## src/rtl/id_ex_stage_pkg.sv

```systemverilog
// Shared pipeline definitions used by the decode, ID/EX and EX stages:
// default datapath widths and the 4-bit ALU operation encodings.
package id_ex_stage_pkg;

   localparam int DATA_W_DEF = 32;
   localparam int RA_W_DEF   = 5;
   localparam int ALU_OP_W   = 4;

   typedef enum logic [ALU_OP_W-1:0] {
      ALU_ADD  = 4'd0,
      ALU_SUB  = 4'd1,
      ALU_AND  = 4'd2,
      ALU_OR   = 4'd3,
      ALU_XOR  = 4'd4,
      ALU_NOR  = 4'd5,
      ALU_SLT  = 4'd6,
      ALU_SLTU = 4'd7,
      ALU_SLL  = 4'd8,
      ALU_SRL  = 4'd9,
      ALU_SRA  = 4'd10,
      ALU_LUI  = 4'd11
   } alu_op_e;

   // A bubble must present op code zero to the EX stage.
   localparam logic [ALU_OP_W-1:0] ALU_OP_BUBBLE = ALU_ADD;

endpackage

```

## src/rtl/id_ex_stage_if.sv

```systemverilog
// ID/EX boundary bundle: decode-side fields, registered EX-side fields,
// branch flush and the load-use stall feedback.
interface id_ex_stage_if
   import id_ex_stage_pkg::*;
#(
   parameter int DATA_W = DATA_W_DEF,
   parameter int RA_W   = RA_W_DEF,
   parameter int CNT_W  = 16
);
   logic                       id_valid;
   logic        [RA_W-1:0]     id_rs, id_rt, id_rd;
   logic                       id_uses_rt;
   logic signed [DATA_W-1:0]   id_a, id_b, id_imm;
   logic                       id_reg_write, id_mem_read, id_mem_write, id_alu_src, id_reg_dst;
   logic        [ALU_OP_W-1:0] id_alu_op;
   logic                       flush;

   logic                       ex_valid;
   logic        [RA_W-1:0]     ex_rs, ex_rt, ex_rd, ex_wr_addr;
   logic                       ex_uses_rt;
   logic signed [DATA_W-1:0]   ex_a, ex_b, ex_imm;
   logic                       ex_reg_write, ex_mem_read, ex_mem_write, ex_alu_src, ex_reg_dst;
   logic        [ALU_OP_W-1:0] ex_alu_op;

   logic                       stall;
   logic        [CNT_W-1:0]    stall_count;

   modport master (
      output id_valid, id_rs, id_rt, id_rd, id_uses_rt, id_a, id_b, id_imm,
             id_reg_write, id_mem_read, id_mem_write, id_alu_src, id_reg_dst,
             id_alu_op, flush,
      input  ex_valid, ex_rs, ex_rt, ex_rd, ex_wr_addr, ex_uses_rt, ex_a, ex_b, ex_imm,
             ex_reg_write, ex_mem_read, ex_mem_write, ex_alu_src, ex_reg_dst,
             ex_alu_op, stall, stall_count
   );

   modport slave (
      input  id_valid, id_rs, id_rt, id_rd, id_uses_rt, id_a, id_b, id_imm,
             id_reg_write, id_mem_read, id_mem_write, id_alu_src, id_reg_dst,
             id_alu_op, flush,
      output ex_valid, ex_rs, ex_rt, ex_rd, ex_wr_addr, ex_uses_rt, ex_a, ex_b, ex_imm,
             ex_reg_write, ex_mem_read, ex_mem_write, ex_alu_src, ex_reg_dst,
             ex_alu_op, stall, stall_count
   );

endinterface

```

## src/rtl/id_ex_stage_hazard_detect.sv

```systemverilog
// Load-use hazard detection between the decode-stage instruction and a load
// held in ID/EX. Purely combinational.
module hazard_detect
   import id_ex_stage_pkg::*;
#(
   parameter int RA_W = RA_W_DEF
) (
   input  logic            id_valid,
   input  logic [RA_W-1:0] id_rs,
   input  logic [RA_W-1:0] id_rt,
   input  logic            id_uses_rt,
   input  logic            ex_valid,
   input  logic            ex_mem_read,
   input  logic [RA_W-1:0] ex_wr_addr,
   input  logic            flush,
   output logic            hazard,
   output logic            stall
);

   logic rs_match;
   logic rt_match;

   assign rs_match = (ex_wr_addr == id_rs);
   assign rt_match = id_uses_rt & (ex_wr_addr == id_rt);

   // Register 0 is hard-wired, so a load targeting it never blocks a reader.
   assign hazard = id_valid & ex_valid & ex_mem_read & (ex_wr_addr != '0)
                 & (rs_match | rt_match);

   // A killed instruction has no consumer, so flush suppresses the stall.
   assign stall = hazard & ~flush;

endmodule

```

## src/rtl/id_ex_stage.sv

```systemverilog
// ID/EX pipeline register with load-use stall insertion, branch-flush
// bubbles and a saturating stall-cycle counter.
module id_ex_stage
   import id_ex_stage_pkg::*;
#(
   parameter int DATA_W = DATA_W_DEF,
   parameter int RA_W   = RA_W_DEF,
   parameter int CNT_W  = 16
) (
   input logic          clk,
   input logic          rst_n,
   id_ex_stage_if.slave bus
);

   function automatic logic [CNT_W-1:0] sat_inc(input logic [CNT_W-1:0] c);
      return (c == {CNT_W{1'b1}}) ? c : c + CNT_W'(1);
   endfunction

   logic hazard;
   logic stall;
   logic bubble;

   hazard_detect #(.RA_W(RA_W)) u_hazard (
      .id_valid    (bus.id_valid),
      .id_rs       (bus.id_rs),
      .id_rt       (bus.id_rt),
      .id_uses_rt  (bus.id_uses_rt),
      .ex_valid    (bus.ex_valid),
      .ex_mem_read (bus.ex_mem_read),
      .ex_wr_addr  (bus.ex_wr_addr),
      .flush       (bus.flush),
      .hazard      (hazard),
      .stall       (stall)
   );

   assign bus.stall = stall;
   // flush | stall reduces to flush | hazard.
   assign bubble = bus.flush | hazard | ~bus.id_valid;

   logic                       nxt_valid;
   logic        [RA_W-1:0]     nxt_rs, nxt_rt, nxt_rd, nxt_wr_addr;
   logic                       nxt_uses_rt;
   logic signed [DATA_W-1:0]   nxt_a, nxt_b, nxt_imm;
   logic                       nxt_reg_write, nxt_mem_read, nxt_mem_write, nxt_alu_src, nxt_reg_dst;
   logic        [ALU_OP_W-1:0] nxt_alu_op;

   always_comb begin
      nxt_valid     = 1'b0;
      nxt_rs        = '0;
      nxt_rt        = '0;
      nxt_rd        = '0;
      nxt_wr_addr   = '0;
      nxt_uses_rt   = 1'b0;
      nxt_a         = '0;
      nxt_b         = '0;
      nxt_imm       = '0;
      nxt_reg_write = 1'b0;
      nxt_mem_read  = 1'b0;
      nxt_mem_write = 1'b0;
      nxt_alu_src   = 1'b0;
      nxt_reg_dst   = 1'b0;
      nxt_alu_op    = ALU_OP_BUBBLE;
      if (!bubble) begin
         nxt_valid     = 1'b1;
         nxt_rs        = bus.id_rs;
         nxt_rt        = bus.id_rt;
         nxt_rd        = bus.id_rd;
         nxt_wr_addr   = bus.id_reg_dst ? bus.id_rd : bus.id_rt;
         nxt_uses_rt   = bus.id_uses_rt;
         nxt_a         = bus.id_a;
         nxt_b         = bus.id_b;
         nxt_imm       = bus.id_imm;
         nxt_reg_write = bus.id_reg_write;
         nxt_mem_read  = bus.id_mem_read;
         nxt_mem_write = bus.id_mem_write;
         nxt_alu_src   = bus.id_alu_src;
         nxt_reg_dst   = bus.id_reg_dst;
         nxt_alu_op    = bus.id_alu_op;
      end
   end

   // ---- ID -> EX register boundary ----
   always_ff @(posedge clk or negedge rst_n) begin
      if (!rst_n) begin
         bus.ex_valid     <= 1'b0;
         bus.ex_rs        <= '0;
         bus.ex_rt        <= '0;
         bus.ex_rd        <= '0;
         bus.ex_wr_addr   <= '0;
         bus.ex_uses_rt   <= 1'b0;
         bus.ex_a         <= '0;
         bus.ex_b         <= '0;
         bus.ex_imm       <= '0;
         bus.ex_reg_write <= 1'b0;
         bus.ex_mem_read  <= 1'b0;
         bus.ex_mem_write <= 1'b0;
         bus.ex_alu_src   <= 1'b0;
         bus.ex_reg_dst   <= 1'b0;
         bus.ex_alu_op    <= '0;
         bus.stall_count  <= '0;
      end else begin
         bus.ex_valid     <= nxt_valid;
         bus.ex_rs        <= nxt_rs;
         bus.ex_rt        <= nxt_rt;
         bus.ex_rd        <= nxt_rd;
         bus.ex_wr_addr   <= nxt_wr_addr;
         bus.ex_uses_rt   <= nxt_uses_rt;
         bus.ex_a         <= nxt_a;
         bus.ex_b         <= nxt_b;
         bus.ex_imm       <= nxt_imm;
         bus.ex_reg_write <= nxt_reg_write;
         bus.ex_mem_read  <= nxt_mem_read;
         bus.ex_mem_write <= nxt_mem_write;
         bus.ex_alu_src   <= nxt_alu_src;
         bus.ex_reg_dst   <= nxt_reg_dst;
         bus.ex_alu_op    <= nxt_alu_op;
         if (stall) begin
            bus.stall_count <= sat_inc(bus.stall_count);
         end
      end
   end

endmodule
```

## src/flat_wrapper.sv

```systemverilog
// flat-port wrapper written by rule: the top's interface ports become plain ports
module id_ex_stage_flat import id_ex_stage_pkg::*;
#(
   parameter int DATA_W = DATA_W_DEF,
   parameter int RA_W   = RA_W_DEF,
   parameter int CNT_W  = 16
)
  (clk, rst_n, bus_id_valid, bus_id_rs, bus_id_rt, bus_id_rd, bus_id_uses_rt, bus_id_a, bus_id_b, bus_id_imm, bus_id_reg_write, bus_id_mem_read, bus_id_mem_write, bus_id_alu_src, bus_id_reg_dst, bus_id_alu_op, bus_flush, bus_ex_valid, bus_ex_rs, bus_ex_rt, bus_ex_rd, bus_ex_wr_addr, bus_ex_uses_rt, bus_ex_a, bus_ex_b, bus_ex_imm, bus_ex_reg_write, bus_ex_mem_read, bus_ex_mem_write, bus_ex_alu_src, bus_ex_reg_dst, bus_ex_alu_op, bus_stall, bus_stall_count);
  id_ex_stage_if #(.DATA_W(DATA_W), .RA_W(RA_W), .CNT_W(CNT_W)) bus_i ();
  input logic clk;
  input logic rst_n;
  input wire logic [$bits(bus_i.id_valid)-1:0] bus_id_valid;
  input wire logic [$bits(bus_i.id_rs)-1:0] bus_id_rs;
  input wire logic [$bits(bus_i.id_rt)-1:0] bus_id_rt;
  input wire logic [$bits(bus_i.id_rd)-1:0] bus_id_rd;
  input wire logic [$bits(bus_i.id_uses_rt)-1:0] bus_id_uses_rt;
  input wire logic [$bits(bus_i.id_a)-1:0] bus_id_a;
  input wire logic [$bits(bus_i.id_b)-1:0] bus_id_b;
  input wire logic [$bits(bus_i.id_imm)-1:0] bus_id_imm;
  input wire logic [$bits(bus_i.id_reg_write)-1:0] bus_id_reg_write;
  input wire logic [$bits(bus_i.id_mem_read)-1:0] bus_id_mem_read;
  input wire logic [$bits(bus_i.id_mem_write)-1:0] bus_id_mem_write;
  input wire logic [$bits(bus_i.id_alu_src)-1:0] bus_id_alu_src;
  input wire logic [$bits(bus_i.id_reg_dst)-1:0] bus_id_reg_dst;
  input wire logic [$bits(bus_i.id_alu_op)-1:0] bus_id_alu_op;
  input wire logic [$bits(bus_i.flush)-1:0] bus_flush;
  output wire logic [$bits(bus_i.ex_valid)-1:0] bus_ex_valid;
  output wire logic [$bits(bus_i.ex_rs)-1:0] bus_ex_rs;
  output wire logic [$bits(bus_i.ex_rt)-1:0] bus_ex_rt;
  output wire logic [$bits(bus_i.ex_rd)-1:0] bus_ex_rd;
  output wire logic [$bits(bus_i.ex_wr_addr)-1:0] bus_ex_wr_addr;
  output wire logic [$bits(bus_i.ex_uses_rt)-1:0] bus_ex_uses_rt;
  output wire logic [$bits(bus_i.ex_a)-1:0] bus_ex_a;
  output wire logic [$bits(bus_i.ex_b)-1:0] bus_ex_b;
  output wire logic [$bits(bus_i.ex_imm)-1:0] bus_ex_imm;
  output wire logic [$bits(bus_i.ex_reg_write)-1:0] bus_ex_reg_write;
  output wire logic [$bits(bus_i.ex_mem_read)-1:0] bus_ex_mem_read;
  output wire logic [$bits(bus_i.ex_mem_write)-1:0] bus_ex_mem_write;
  output wire logic [$bits(bus_i.ex_alu_src)-1:0] bus_ex_alu_src;
  output wire logic [$bits(bus_i.ex_reg_dst)-1:0] bus_ex_reg_dst;
  output wire logic [$bits(bus_i.ex_alu_op)-1:0] bus_ex_alu_op;
  output wire logic [$bits(bus_i.stall)-1:0] bus_stall;
  output wire logic [$bits(bus_i.stall_count)-1:0] bus_stall_count;
  assign bus_i.id_valid = bus_id_valid;
  assign bus_i.id_rs = bus_id_rs;
  assign bus_i.id_rt = bus_id_rt;
  assign bus_i.id_rd = bus_id_rd;
  assign bus_i.id_uses_rt = bus_id_uses_rt;
  assign bus_i.id_a = bus_id_a;
  assign bus_i.id_b = bus_id_b;
  assign bus_i.id_imm = bus_id_imm;
  assign bus_i.id_reg_write = bus_id_reg_write;
  assign bus_i.id_mem_read = bus_id_mem_read;
  assign bus_i.id_mem_write = bus_id_mem_write;
  assign bus_i.id_alu_src = bus_id_alu_src;
  assign bus_i.id_reg_dst = bus_id_reg_dst;
  assign bus_i.id_alu_op = bus_id_alu_op;
  assign bus_i.flush = bus_flush;
  assign bus_ex_valid = bus_i.ex_valid;
  assign bus_ex_rs = bus_i.ex_rs;
  assign bus_ex_rt = bus_i.ex_rt;
  assign bus_ex_rd = bus_i.ex_rd;
  assign bus_ex_wr_addr = bus_i.ex_wr_addr;
  assign bus_ex_uses_rt = bus_i.ex_uses_rt;
  assign bus_ex_a = bus_i.ex_a;
  assign bus_ex_b = bus_i.ex_b;
  assign bus_ex_imm = bus_i.ex_imm;
  assign bus_ex_reg_write = bus_i.ex_reg_write;
  assign bus_ex_mem_read = bus_i.ex_mem_read;
  assign bus_ex_mem_write = bus_i.ex_mem_write;
  assign bus_ex_alu_src = bus_i.ex_alu_src;
  assign bus_ex_reg_dst = bus_i.ex_reg_dst;
  assign bus_ex_alu_op = bus_i.ex_alu_op;
  assign bus_stall = bus_i.stall;
  assign bus_stall_count = bus_i.stall_count;
  id_ex_stage #(.DATA_W(DATA_W), .RA_W(RA_W), .CNT_W(CNT_W)) u_core (.clk(clk), .rst_n(rst_n), .bus(bus_i));
endmodule
```

## config.mk

```make
export PLATFORM = sky130hd
export DESIGN_NAME = id_ex_stage_flat
export DESIGN_NICKNAME = d
export VERILOG_FILES = /design/src/rtl/id_ex_stage_pkg.sv /design/src/rtl/id_ex_stage_if.sv /design/src/rtl/id_ex_stage_hazard_detect.sv /design/src/rtl/id_ex_stage.sv /design/src/flat_wrapper.sv
export SDC_FILE = /design/constraint.sdc
export NUM_CORES = 1
export LEC_CHECK = 0
export ABC_AREA = 0
export ABC_CLOCK_PERIOD_IN_PS = 2200
export BUFFER_PORTS_ARGS = -buffer_cell sky130_fd_sc_hd__buf_4
export CELL_PAD_IN_SITES_DETAIL_PLACEMENT = 0
export CELL_PAD_IN_SITES_GLOBAL_PLACEMENT = 1
export CORE_UTILIZATION = 34
export DETAILED_ROUTE_END_ITERATION = 16
export GPL_TIMING_DRIVEN = 0
export PLACE_DENSITY_LB_ADDON = 0.15
export SETUP_SLACK_MARGIN = 0.4
export SYNTH_ARGS = -nofsm -noshare
export SYNTH_HDL_FRONTEND = slang
export SYNTH_SLANG_ARGS = --single-unit
```

## constraint.sdc

```tcl
create_clock -name clk -period 2.2 [get_ports clk]
set_input_delay 0.11 -clock clk [delete_from_list [all_inputs] [get_ports clk]]
set_output_delay 0.11 -clock clk [all_outputs]
set_load 0.02 [all_outputs]
```

# After elaboration in Yosys (flattened, before gate mapping)
# Index checks and enable logic that the tools add are counted.
# totals
inputBits	125
reg_bits	143
# classes
n_bitwise	12
muxes	16
addsub	1
n_eq_ne	3
reduce_logical	2
# op_table
operator	count
two-way mux 32 bit	3
two-way mux 5 bit	5
adder 16 x 1 -> 16 bit (second input constant)	1
equality test 16 bit (second input constant)	1
equality test 5 bit	2
two-way mux 1 bit	7
bitwise AND 1 bit	6
nonzero test 5 bit	1
two-way mux 4 bit	1
NOT 1 bit	3
bitwise OR 1 bit	3
AND reduction 2 bit	1

# Logic depth before layout (Yosys ltp)
# logic_depth
depth_word	7
depth_mapped	7

# Hierarchy
# Synthesis repeated with hierarchy kept, for this count alone.
# hier_totals
hier_cells	375
hier_area_um2	5041.1
# by_module_without_submodules
mod	seq_area_each_um2	instances	cells_each	area_per_inst_um2
id_ex_stage	3578.4	1	356	4889.7
hazard_detect	0.0	1	19	151.4

# Least setup slack after synthesis
# Ideal clock, no wire load.
# synth_path
kind	reg-to-reg
startpoint	reg u_core.bus.ex_wr_addr[1]
endpoint	reg u_core.bus.stall_count[1] (netlist bit)
t_arrival_ns	1.877
path_buffers	0
stages_incl_launch_ff	6
period_less_slack_ns	2.002
setup_ns	0.125
setup_slack_ns	0.198
cell_sequence	dfrtp_1 or4_1 o211ai_2 a31oi_1 nand3_1 mux2_2
# synth_between
elab_chain_cells	6
# synth_lines
element	line	rtl
from (decl)	id_ex_stage_if.sv:41	output ex_valid, ex_rs, ex_rt, ex_rd, ex_wr_addr, ex_uses_rt, ex_a, ex_b, ex_imm,
from (signal assigned)	id_ex_stage.sv:106	bus.ex_wr_addr <= nxt_wr_addr;
equality test 5 bit	id_ex_stage_hazard_detect.sv:24	assign rt_match = id_uses_rt & (ex_wr_addr == id_rt);
bitwise AND 1 bit	id_ex_stage_hazard_detect.sv:24	
bitwise OR 1 bit	id_ex_stage_hazard_detect.sv:28	& (rs_match | rt_match);
bitwise AND 1 bit (*)	id_ex_stage_hazard_detect.sv:28	
bitwise AND 1 bit (*)	id_ex_stage_hazard_detect.sv:31	assign stall = hazard & ~flush;
AND reduction 2 bit (no source line) (*)	n/a	
to (signal assigned)	id_ex_stage.sv:118	bus.stall_count <= sat_inc(bus.stall_count);
to (decl)	id_ex_stage_if.sv:43	ex_alu_op, stall, stall_count
# Every way passes the cells marked *; elsewhere a longest branch is shown, timed or not.
# A chain may end at the register's enable or synchronous reset.

# Final worst setup path
# layout_path
startpoint	reg u_core.bus.ex_wr_addr[2]
endpoint	reg u_core.bus.ex_a[3]
# layout_between
elab_chain_cells	7
# layout_lines
element	line	rtl
equality test 5 bit	id_ex_stage_hazard_detect.sv:24	
bitwise AND 1 bit	id_ex_stage_hazard_detect.sv:24	
bitwise OR 1 bit	id_ex_stage_hazard_detect.sv:28	
bitwise AND 1 bit (*)	id_ex_stage_hazard_detect.sv:28	
bitwise OR 1 bit (*) (2 in a row)	id_ex_stage.sv:38	assign bubble = bus.flush | hazard | ~bus.id_valid;
two-way mux 32 bit (*)	id_ex_stage.sv:63	if (!bubble) begin
net u_core.nxt_a[3]	id_ex_stage.sv:43	logic signed [DATA_W-1:0] nxt_a, nxt_b, nxt_imm;
to (signal assigned)	id_ex_stage.sv:108	bus.ex_a <= nxt_a;
to (decl)	id_ex_stage_if.sv:41	
# The timed path passes the listed nets; every way through them passes the cells marked *.

==> run metrics <==
status=finished, final reports clean; final period utilization=97.40%; Seq/Total Area, Yosys=between 70 and 80%; Final setup viols=0; #FFs+latches synth=143; Slowest-stage cell, CP=or4_4; die width=124.1 um; CTS Buffer Depth=2; clk slew on worst S/H paths=~0.060 ns; Worst R2R Start=u_core.bus.ex_wr_addr[2]$_DFF_PN0_; unrepaired setup endpoints after global routing=yes; HP Class=primary input to register; Max FO, Critical Path=10; WL met3=1347 um; Synth top cells by count=dfrtp_1, and2_1, xnor2_1, nand3_1; worst path arrival time=2.49 ns; Die Area=approximately 15,000 um^2; simple-gate share of the synthesized area=20.81%; Post-Syn Nets=498; WHS=approximately 0.077 ns; CTS H-tree lvls=4; Setup Crit Path Kind=register to register; Synth area leaders=dfrtp_1, and2_1, xnor2_1, nand3_1, mux2i_1; CTS root buffer=clkbuf_16; crit path capture=u_core.bus.ex_a[3]$_DFF_PN0_; CP required=roughly 2.6 ns; # fillers=1,094; DR WL/cell=around 16 um; Post-synth EDFFs=0; max-slew violation total from the final report=0; top-count cell post-synth=dfrtp_1; critical path, cell by cell=or4_4, o211ai_4, buf_6, inv_4, a21oi_4, buf_12, clkbuf_8, and2_1; antenna violations before repair=1; Die Span Y=124.1 um; setup TNS=0 ns; Max-Cap Viols=0; R2R cell count=8; Cell Rows=44; clk_skew=0.006303 ns; mux cell area share after synthesis=1.210%; YS warnings=0; Peak supply drop=476.9 uV; clock sink count=~140; # DRC=0; Initial DRT Pass Iterations=4; Synth top area share=70.60%; highest routed metal layer=met4; ys flop type=dfrtp_1; fin crit period=2.143 ns; Post-Synth XOR/XNOR Area=4.320%; layout cells sized above 1=46.49%; Synth Area per Inst=between 10 and 15 um^2; number of port buffers=267; Initial Utilization=about a third; core footprint=between 10,000 and 15,000 um^2; CTS buffer count=17; first-pass GRT wire length=23,530 um; vias per inst=4.334; NumNets Final=around 920; Pleak=0.004912 uW; DRT met1 WL=5910 um; 1st-iter DRT viols=between 150 and 200; multi-input combinational cell area=1574 um^2; crit end category=register; Post-Syn Area=approximately 5000 um^2; FMAX=~470 MHz; CP startpoint kind=register; reg-to-reg slack, setup=0.06 ns; I/O Pins=269; GP Congestion=0.8137; synth unique cells=28; Max stage delay on crit path=0.57 ns; final hold viol count=0; Yosys top cell by area=dfrtp_1; crit path from=u_core.bus.ex_wr_addr[2]$_DFF_PN0_; register area=3582 um^2; final WL=about 16,000 um; largest family of logic cells by synthesized area=simple AND/OR/NAND/NOR gates; GRT Overall Usage=a little over a fifth; Compound-Gate Fraction of Synth Area=1.086%; Slew HR=59.77%; gr ovfl total=0; DR vias=4,317; CTS tree=yes; ANT nets after route=0; reg2reg end=u_core.bus.ex_a[3]$_DFF_PN0_; worst slew pin tran=0.6034 ns; wire length on met2=8034 um; asr flop ratio synth=100.0%; Post-Syn Instances=approximately 370; Area Growth Syn to Fin=91.06%; power density over the cells=between 600 and 700 nW/um^2; Clock Latency Late Sink=0.41 ns; adder-cell share of the synthesized area=0.2469%; largest net degree at the start of global routing=about 80; post-detail-place hpwl=between 10,000 and 15,000 um; vias in the first global route=4,698
==> layout make-up <==
class,instances,share of cell area (%)
Inverter,1,0.06460
Tap cell,184,2.377
Antenna cell,1,0.02584
Multi-Input combinational cell,213,16.25
Clock buffer,23,4.935
Timing Repair Buffer,407,35.66
Clock inverter,9,1.602
Sequential cell,143,36.99
Buffer,15,2.093
==> cells by family after synthesis <==
kind of cell / after synthesis
and+or+nand+nor: 176
AOI/OAI and AO/OA: 5
DFF: 143
xor gates and xnor gates: 25
adders and majority gates: 1
muxes: 6
buffers and inverters: 16
==> report_power, final <==
group | total, uW | switching, uW | internal (uW)
Combinational | 918 | 387 | 531
Clock | 3070 | 1070 | 1990
Sequential | 2760 | 34.1 | 2720
Total | 6740 | 1500 | 5240
==> worst min path at each step <==
stage / cells past startpoint / endpoint / start
after floorplan: 0 / u_core.bus.ex_a[0]$_DFF_PN0_ / rst_n
after global placement: 2 / u_core.bus.ex_imm[9]$_DFF_PN0_ / bus_id_imm[9]
after detailed placement: 1 / u_core.bus.ex_a[11]$_DFF_PN0_ / rst_n
after CTS: 4 / u_core.bus.stall_count[4]$_DFFE_PN0P_ / bus_flush
after global routing: 4 / u_core.bus.stall_count[3]$_DFFE_PN0P_ / bus_flush
final: 4 / u_core.bus.stall_count[4]$_DFFE_PN0P_ / bus_flush
==> cell usage in the layout (no fill, tap or decap), types with 3 or more instances in the layout <==
master         Yosys  final
buf_4              1    273
dfrtp_1          143    140
dlygate4sd3_1      0    121
and2_1           122     94
and2_4             0     28
xnor2_1           25     25
clkbuf_16          0     20
buf_6              3     15
nand2_1            9      9
nand4_1            8      8
clkbuf_8           0      7
nand3_1           12      6
nand3_2            0      6
mux2i_1            5      5
nor2b_1            6      5
and3_1             5      5
nor2_1             5      4
bufinv_16          0      4
buf_8              0      3
nor3_1             4      3
clkbuf_1           9      3
dfrtp_2            0      3
==> worst max-delay path, delay by kind of cell (launching register included) <==
family	cells	cell delay [ns]
buf+inv	4	0.51
flops	1	0.42
simple gates	2	0.70
compound gates	2	0.44
==> metrics by stage <==
step	power [uW]	cells	utilization (%)	setup WS, ns	instance area, um^2
floorplan	3042	372	-	0.2555	5091
global placement	3450	823	50.40	-0.1730	7326
detailed placement	3469	824	50.62	-0.1887	7357
CTS	6780	993	65.66	0.08471	9543
global route	7005	996	66.63	-0.006115	9684
finish	6739	996	66.63	0.05715	9684
==> per-layer routing <==
metal	track usage, %	vias up
met5	0	-
met4	10.04	0
met3	7.372	28
met2	36.22	193
met1	22.40	2058
li1	-	2038
==> registers in the layout (all words and copies together) (netlist names), 4 cells and up <==
register                cells
u_core.bus.ex_rt            5
u_core.bus.ex_b            32
u_core.bus.ex_a            32
u_core.bus.ex_imm          32
u_core.bus.ex_wr_addr       5
u_core.bus.ex_rd            5
u_core.bus.ex_rs            5
u_core.bus.stall_count     16
u_core.bus.ex_alu_op        4
==> repair_timing <==
action,4_1_cts,5_1_grt
endpoints found under the hold margin,187,0
setup endpoints to repair,144,140
pin swaps,14,9
gates cloned,2,2
gates resized for setup,49,34
hold buffers,121,0
buffers inserted,14,0
Power figures use the tool's default switching activity.
